[config.mk]
export PLATFORM = sky130hd
export DESIGN_NAME = lcd_bus_responder
export DESIGN_NICKNAME = d
export VERILOG_FILES = /design/src/rtl/lcd_pkg.sv /design/src/rtl/lcd_sync2.sv /design/src/rtl/lcd_bus_responder.sv
export SDC_FILE = /design/constraint.sdc
export NUM_CORES = 1
export LEC_CHECK = 0
export ABC_CLOCK_PERIOD_IN_PS = 7300
export CAP_MARGIN = 10
export CORE_UTILIZATION = 40
export DETAILED_ROUTE_END_ITERATION = 10
export SYNTH_ARGS = -nofsm -noshare
export SYNTH_HDL_FRONTEND = slang
export SYNTH_HIERARCHICAL = 1
export SYNTH_SLANG_ARGS = --single-unit
[constraint.sdc]
create_clock -name clk -period 7.3 [get_ports clk]
set_input_delay 0.73 -clock clk [delete_from_list [all_inputs] [get_ports clk]]
set_output_delay 0.73 -clock clk [all_outputs]
set_load 0.01 [all_outputs]
[src/rtl/lcd_pkg.sv]
// Shared constants, state encoding and helpers for the HD44780-style bus responder.
package lcd_pkg;

    localparam int         DDRAM_DEPTH = 128;
    localparam logic [7:0] BLANK_CHAR  = 8'h20;

    // Opcode match patterns; each mask also covers the zero bits above the opcode bit.
    localparam logic [7:0] OP_SET_DDRAM_MASK = 8'h80;
    localparam logic [7:0] OP_SET_DDRAM_VAL  = 8'h80;
    localparam logic [7:0] OP_FUNC_SET_MASK  = 8'hE0;
    localparam logic [7:0] OP_FUNC_SET_VAL   = 8'h20;
    localparam logic [7:0] OP_ENTRY_MASK     = 8'hFC;
    localparam logic [7:0] OP_ENTRY_VAL      = 8'h04;
    localparam logic [7:0] OP_HOME_MASK      = 8'hFE;
    localparam logic [7:0] OP_HOME_VAL       = 8'h02;
    localparam logic [7:0] OP_CLEAR_MASK     = 8'hFF;
    localparam logic [7:0] OP_CLEAR_VAL      = 8'h01;
    localparam int         FUNC_DL_BIT       = 4;
    localparam int         ENTRY_ID_BIT      = 1;

    typedef enum logic [1:0] {
        ST_IDLE  = 2'd0,
        ST_EXEC  = 2'd1,
        ST_CLEAR = 2'd2
    } lcd_state_e;

    typedef enum logic [2:0] {
        INS_NOP,
        INS_SET_DDRAM,
        INS_FUNC_SET,
        INS_ENTRY,
        INS_HOME,
        INS_CLEAR
    } lcd_instr_e;

    function automatic lcd_instr_e decode_instr(input logic [7:0] b);
        if ((b & OP_SET_DDRAM_MASK) == OP_SET_DDRAM_VAL)     return INS_SET_DDRAM;
        else if ((b & OP_FUNC_SET_MASK) == OP_FUNC_SET_VAL)  return INS_FUNC_SET;
        else if ((b & OP_ENTRY_MASK) == OP_ENTRY_VAL)        return INS_ENTRY;
        else if ((b & OP_HOME_MASK) == OP_HOME_VAL)          return INS_HOME;
        else if ((b & OP_CLEAR_MASK) == OP_CLEAR_VAL)        return INS_CLEAR;
        else                                                 return INS_NOP;
    endfunction

    function automatic logic [6:0] ac_step(input logic [6:0] a, input logic id);
        return id ? a + 7'd1 : a - 7'd1;
    endfunction

endpackage

[src/rtl/lcd_sync2.sv]
// Two-flop synchronizer for asynchronous bus inputs; clears to 0 on reset.
module lcd_sync2 #(
    parameter int W = 1
) (
    input  logic         clk,
    input  logic         rst,
    input  logic [W-1:0] i_d,
    output logic [W-1:0] o_q
);

    logic [W-1:0] r_meta;
    logic [W-1:0] r_sync;

    always_ff @(posedge clk or posedge rst) begin
        if (rst) begin
            r_meta <= '0;
            r_sync <= '0;
        end else begin
            r_meta <= i_d;
            r_sync <= r_meta;
        end
    end

    assign o_q = r_sync;

endmodule

[src/rtl/lcd_bus_responder.sv]
// HD44780 bus-side responder: decodes uC strobes, keeps DDRAM/AC and models busy time.
// Optional 4-bit (nibble) transfers are enabled by defining LCD_RESP_NIBBLE_EN.
module lcd_bus_responder
    import lcd_pkg::*;
#(
    parameter int BUSY_CYCLES = 2000,
    parameter int BUSY_LONG   = 76000
) (
    input  logic       clk,
    input  logic       rst,
    input  logic       rs,
    input  logic       rw,
    input  logic       en,
    input  logic [7:0] db_in,
    output logic [7:0] db_out,
    output logic       db_oe,
    output logic       cmd_valid,
    output logic [7:0] cmd_byte,
    output logic       data_valid,
    output logic [7:0] data_byte,
    output logic       busy,
    output logic [6:0] ac,
    output logic       err_overrun,
    output lcd_state_e o_dbg_state
);

    localparam int CNT_MAX = (BUSY_LONG > BUSY_CYCLES) ? BUSY_LONG : BUSY_CYCLES;
    localparam int CNT_W   = $clog2(CNT_MAX);

    if (BUSY_LONG < 130) begin : g_busy_long_check
        $error("BUSY_LONG must be at least 130");
    end

    logic       w_rs;
    logic       w_rw;
    logic       w_en;
    logic [7:0] w_db;

    lcd_sync2 #(.W(1)) u_sync_rs (.clk(clk), .rst(rst), .i_d(rs),    .o_q(w_rs));
    lcd_sync2 #(.W(1)) u_sync_rw (.clk(clk), .rst(rst), .i_d(rw),    .o_q(w_rw));
    lcd_sync2 #(.W(1)) u_sync_en (.clk(clk), .rst(rst), .i_d(en),    .o_q(w_en));
    lcd_sync2 #(.W(8)) u_sync_db (.clk(clk), .rst(rst), .i_d(db_in), .o_q(w_db));

    lcd_state_e       r_state;
    lcd_state_e       w_state_nxt;
    logic [CNT_W-1:0] r_cnt;
    logic [CNT_W-1:0] w_cnt_nxt;
    logic [6:0]       r_fill;
    logic [6:0]       w_fill_nxt;
    logic             r_en_d;
    logic [6:0]       r_ac;
    logic             r_id;
    logic             r_cmd_valid;
    logic [7:0]       r_cmd_byte;
    logic             r_data_valid;
    logic [7:0]       r_data_byte;
    logic             r_err;
    logic [7:0]       r_ddram [DDRAM_DEPTH];

    logic       w_strobe;
    logic       w_xfer;
    logic [7:0] w_byte;
    logic       w_nib_mode;
    logic       w_nib_phase;
    logic       w_ready;
    logic       w_wr;
    logic       w_cmd_acc;
    logic       w_dat_acc;
    logic       w_rd_step;
    lcd_instr_e w_instr;
    logic [7:0] w_rd_byte;

    assign w_strobe = r_en_d & ~w_en;

`ifdef LCD_RESP_NIBBLE_EN
    logic       r_nib_mode;
    logic       r_nib_phase;
    logic [3:0] r_nib_hi;

    // Phase toggles on every strobe in 4-bit mode; any function set realigns it to the high nibble.
    always_ff @(posedge clk or posedge rst) begin
        if (rst) begin
            r_nib_mode  <= 1'b0;
            r_nib_phase <= 1'b0;
            r_nib_hi    <= 4'h0;
        end else begin
            if (w_strobe && r_nib_mode) begin
                r_nib_phase <= ~r_nib_phase;
                if (!r_nib_phase) r_nib_hi <= w_db[7:4];
            end
            if (w_cmd_acc && w_instr == INS_FUNC_SET) begin
                r_nib_mode  <= ~w_byte[FUNC_DL_BIT];
                r_nib_phase <= 1'b0;
            end
        end
    end

    assign w_nib_mode  = r_nib_mode;
    assign w_nib_phase = r_nib_phase;
    assign w_xfer      = w_strobe & (~r_nib_mode | r_nib_phase);
    assign w_byte      = r_nib_mode ? {r_nib_hi, w_db[7:4]} : w_db;
`else
    assign w_nib_mode  = 1'b0;
    assign w_nib_phase = 1'b0;
    assign w_xfer      = w_strobe;
    assign w_byte      = w_db;
`endif

    // The last EXEC cycle counts as not busy so a strobe landing on busy's fall is accepted.
    assign w_ready   = (r_state == ST_IDLE) || (r_state == ST_EXEC && r_cnt == '0);
    assign w_wr      = w_xfer & ~w_rw;
    assign w_cmd_acc = w_wr & w_ready & ~w_rs;
    assign w_dat_acc = w_wr & w_ready & w_rs;
    assign w_rd_step = w_xfer & w_rw & w_rs;
    assign w_instr   = decode_instr(w_byte);

    always_ff @(posedge clk or posedge rst) begin
        if (rst) begin
            r_state <= ST_IDLE;
            r_cnt   <= '0;
            r_fill  <= 7'd0;
            r_en_d  <= 1'b0;
        end else begin
            r_state <= w_state_nxt;
            r_cnt   <= w_cnt_nxt;
            r_fill  <= w_fill_nxt;
            r_en_d  <= w_en;
        end
    end

    always_comb begin
        w_state_nxt = r_state;
        w_cnt_nxt   = r_cnt;
        w_fill_nxt  = r_fill;
        case (r_state)
            ST_CLEAR: begin
                // The fill consumes 128 of the long busy cycles; EXEC covers the remainder.
                if (r_fill == 7'h7F) begin
                    w_state_nxt = ST_EXEC;
                    w_cnt_nxt   = CNT_W'(BUSY_LONG - 129);
                end else begin
                    w_fill_nxt = r_fill + 7'd1;
                end
            end
            ST_IDLE, ST_EXEC: begin
                if (r_state == ST_EXEC) begin
                    if (r_cnt == '0) w_state_nxt = ST_IDLE;
                    else             w_cnt_nxt   = r_cnt - 1'b1;
                end
                if (w_cmd_acc && w_instr == INS_CLEAR) begin
                    w_state_nxt = ST_CLEAR;
                    w_fill_nxt  = 7'd0;
                end else if (w_cmd_acc && w_instr == INS_HOME) begin
                    w_state_nxt = ST_EXEC;
                    w_cnt_nxt   = CNT_W'(BUSY_LONG - 1);
                end else if (w_cmd_acc || w_dat_acc) begin
                    w_state_nxt = ST_EXEC;
                    w_cnt_nxt   = CNT_W'(BUSY_CYCLES - 1);
                end
            end
            default: w_state_nxt = ST_IDLE;
        endcase
    end

    always_ff @(posedge clk or posedge rst) begin
        if (rst) begin
            r_ac         <= 7'd0;
            r_id         <= 1'b1;
            r_cmd_valid  <= 1'b0;
            r_cmd_byte   <= 8'h00;
            r_data_valid <= 1'b0;
            r_data_byte  <= 8'h00;
            r_err        <= 1'b0;
        end else begin
            r_cmd_valid  <= 1'b0;
            r_data_valid <= 1'b0;
            r_err        <= w_wr & ~w_ready;
            if (w_cmd_acc) begin
                r_cmd_valid <= 1'b1;
                r_cmd_byte  <= w_byte;
                case (w_instr)
                    INS_SET_DDRAM: r_ac <= w_byte[6:0];
                    INS_ENTRY:     r_id <= w_byte[ENTRY_ID_BIT];
                    INS_HOME:      r_ac <= 7'd0;
                    INS_CLEAR: begin
                        r_ac <= 7'd0;
                        r_id <= 1'b1;
                    end
                    default: ;
                endcase
            end else if (w_dat_acc) begin
                r_data_valid <= 1'b1;
                r_data_byte  <= w_byte;
                r_ac         <= ac_step(r_ac, r_id);
            end else if (w_rd_step) begin
                r_ac <= ac_step(r_ac, r_id);
            end
        end
    end

    // DDRAM keeps its contents across reset; an interrupted fill simply stops.
    always_ff @(posedge clk) begin
        if (r_state == ST_CLEAR)
            r_ddram[r_fill] <= BLANK_CHAR;
        else if (w_dat_acc)
            r_ddram[r_ac] <= w_byte;
    end

    always_comb begin
        w_rd_byte = w_rs ? r_ddram[r_ac] : {busy, r_ac};
        db_oe     = w_en & w_rw;
        db_out    = 8'h00;
        if (db_oe) begin
            if (w_nib_mode)
                db_out = w_nib_phase ? {w_rd_byte[3:0], 4'h0} : {w_rd_byte[7:4], 4'h0};
            else
                db_out = w_rd_byte;
        end
    end

    assign busy        = (r_state != ST_IDLE);
    assign ac          = r_ac;
    assign cmd_valid   = r_cmd_valid;
    assign cmd_byte    = r_cmd_byte;
    assign data_valid  = r_data_valid;
    assign data_byte   = r_data_byte;
    assign err_overrun = r_err;
    assign o_dbg_state = r_state;

endmodule

==> impl_metrics.ini <==
[pwr]
ir_drop_mv = 0.314
pwr-share-comb = 0.265
switchingPower_mw = 5.27
switching_share = 0.303
total_power_mw = 17.4
p_leak_nw = 16.4
p_seq_frac = 0.409
p_per_area_mw_per_mm2 = 348
p_clk_frac = 0.326
p_int_mw = 12.1

[clocking]
clkLatencyLatePin_ns = 0.70
post-cts-setup-buffer-count = 0
h-tree-depth = 3
cts_root_buf = clkbuf_16
hold_buffers = 0
cts_num_sinks = 1100
cts_buffer_depth = 3
cts_tree = built
path_clk_slew_ns = 0.06
cts_buffers = 109
cts_resized = 0

[yosys]
syn-instance-count = 2327
syn_nets = 2349
synth-async-reset-ratio = 0.0691
synth_edf_count = 1024
synth_top_area_cell = edfxtp_1
synthTopCellsByArea = edfxtp_1 70%, mux4_2 11%, dfrtp_1 4.3%
ys_warn_count = 6
yosysMostFrequentCell = edfxtp_1
syn-mean-instance-area_um2 = 19.0
synth-seq-cells = 1100
syn_area_mm2 = 0.0441
synth_top_area_share = 0.697
synthFlopType = edfxtp_1
synth_commonest_cells = 1024 x edfxtp_1, 216 x mux4_2, 187 x nor2_1
seq_area_frac_synth = 0.740
ys_types = 73

[timing]
setup_violations = 0
grt_setup_unrepaired = false
finalHoldViolations = 0
fin_tns_setup_ns = 0
post-route-min-period_ns = 6.14
finalCritPeriodShare = 0.841
fmax_ghz = 0.163
slew_headroom = 0.0251
drv_slew = 0
finClkSkew_ns = 0.0312
worst_pin_slew_ns = 1.44

[route]
vias = 23163
viasPerCell = 5.82
drt.antenna.violating_nets = 0
drt_pre_antenna_iters = 6
drt-wirelength-per-cell_um = 28.4
drt_iter0_markers = 2763
drc = 0
wirelength_mm = 113

[placement]
place.gp.congestion = 0.884
io_buffers = 50
hpwl_mm = 70.1
placed_cells_incl_taps = 3778

[run_status]
status = finished clean

[critical_path]
timing.rr.end = r_ddram[21][1]
rr_worst_depth = 6
crit_required_ns = 6.57
cp.arrival_ns = 5.41
critPathLaunchType = register
end_kind = output port
rr_startpoint = ac[0]
critical_path_class = reg -> out
ff2ff_setup_slack_ns = 2.67
worstPathMaxFanout = 37

[global_routing]
globalRouteTotalUtil = 0.203
grt_pass1_vias = 23019
grt-ovfl-total = 0
grt_max_degree = 103
gr-usage-met1 = 0.292
antenna_found_initial = 1
use_met3 = 0.0396
gr-usage-met2 = 0.317
top_usage_layer = met2
grt_pass1_wl_mm = 165

[layout]
drive_gt1_frac = 0.206
nets = 2435
synthToLayoutAreaGrowth_pct = 13.3
instances_no_fill = 3980
post-route-util = 0.458
antenna_cells = 0

[floorplan]
core_area_mm2 = 0.109
ioPinCount = 51
start_util = 0.404
row_count = 121
die_w_um = 334
die_area_mm2 = 0.112
die-height_um = 334

[flow_run]
drv_cap = 0

[min_path]
hold_class = in -> async
-- per-stage QoR --
stage          cell area (um^2)  setup WS, ns  hold slack, ns
2_1_floorplan             44100          1.52           0.331
3_3_place_gp              46400          1.99           0.342
3_5_place_dp              46400          1.97           0.338
4_1_cts                   50000          1.22           0.307
5_1_grt                   50000         0.987           0.357
6_report                  50000          1.16           0.335
-- power by group through the flow --
stage / Combinational, mW / Sequential [mW] / Clock, mW
finish: 4.61 / 7.12 / 5.67
global route: 4.81 / 7.14 / 5.97
CTS: 4.59 / 7.12 / 5.73
detailed placement: 4.57 / 7.25 / 0
global placement: 4.55 / 7.24 / 0
floorplan: 3.03 / 7.14 / 0
-- flip-flops by register name, summed over array words and instances (netlist names), 7 cells and up --
signal            flops
ac                    7
u_sync_db/o_q         8
cmd_byte              8
r_ddram            1024
data_byte             8
r_fill                7
r_cnt                17
u_sync_db/r_meta      8
-- cells in the final DEF (no fill, tap or decap), types with 14 or more instances in the layout --
cell type,netlist,routed
edfxtp_1,1024,1024
mux4_2,216,216
nor2_1,187,185
mux2i_1,128,128
clkbuf_16,0,112
dfrtp_1,75,71
nand2_1,67,67
a21oi_1,60,59
a22oi_1,59,56
clkdlybuf4s50_1,0,50
buf_4,26,47
o21ai_0,38,38
nor3_1,29,29
clkinv_2,0,29
mux2_2,28,28
clkinv_1,4,26
inv_1,24,22
clkbuf_1,70,16
nand3_1,15,15
o22ai_1,15,15
mux2i_4,15,15
bufinv_16,0,14
-- layer usage --
layer,vias up,share of wire
met5,-,0
met1,12223,0.42
li1,9644,-
met4,0,0.025
met3,185,0.086
met2,1111,0.47
-- cells by family after synthesis --
family,Yosys count,share of synthesized area
muxes,387,0.154
AOI/OAI and AO/OA,273,0.0424
adders and majority gates,9,0.00272
xor gates and xnor gates,9,0.00179
and+or+nand+nor,393,0.0416
DFF,1100,0.740
buffers and inverters,156,0.0170
-- how the worst max path moves through the flow --
stage	depth (start not counted)	end	slack (ns)	from
2_1_floorplan	7	r_ddram[0][1]	1.52	r_cnt[10]
3_3_place_gp	8	db_out[2]	1.99	ac[0]
3_5_place_dp	8	db_out[2]	1.97	ac[0]
4_1_cts	8	db_out[2]	1.22	ac[0]
5_1_grt	8	db_out[2]	0.99	ac[0]
6_report	8	db_out[7]	1.16	ac[0]
-- cell type report --
class	count	area [um^2]
tap	1476	1850
fill	9120	59200
sequential	1100	32700
multi-input combinational	1071	10800
clock inverter	74	723
timing repair buffer	103	973
inverter	28	105
clock buffer	128	2860
-- worst max-delay path, stage by stage (launching register included) --
cell             delay (ns)
dfrtp_4                0.97
buf_4                  0.51
mux2_2                 0.25
a221o_1                0.13
o21ai_0                0.09
o2bb2ai_1              0.17
o311ai_0               0.63
nor4b_1                1.21
clkdlybuf4s50_1        0.74
No activity file was read; power rests on OpenSTA's default activity.
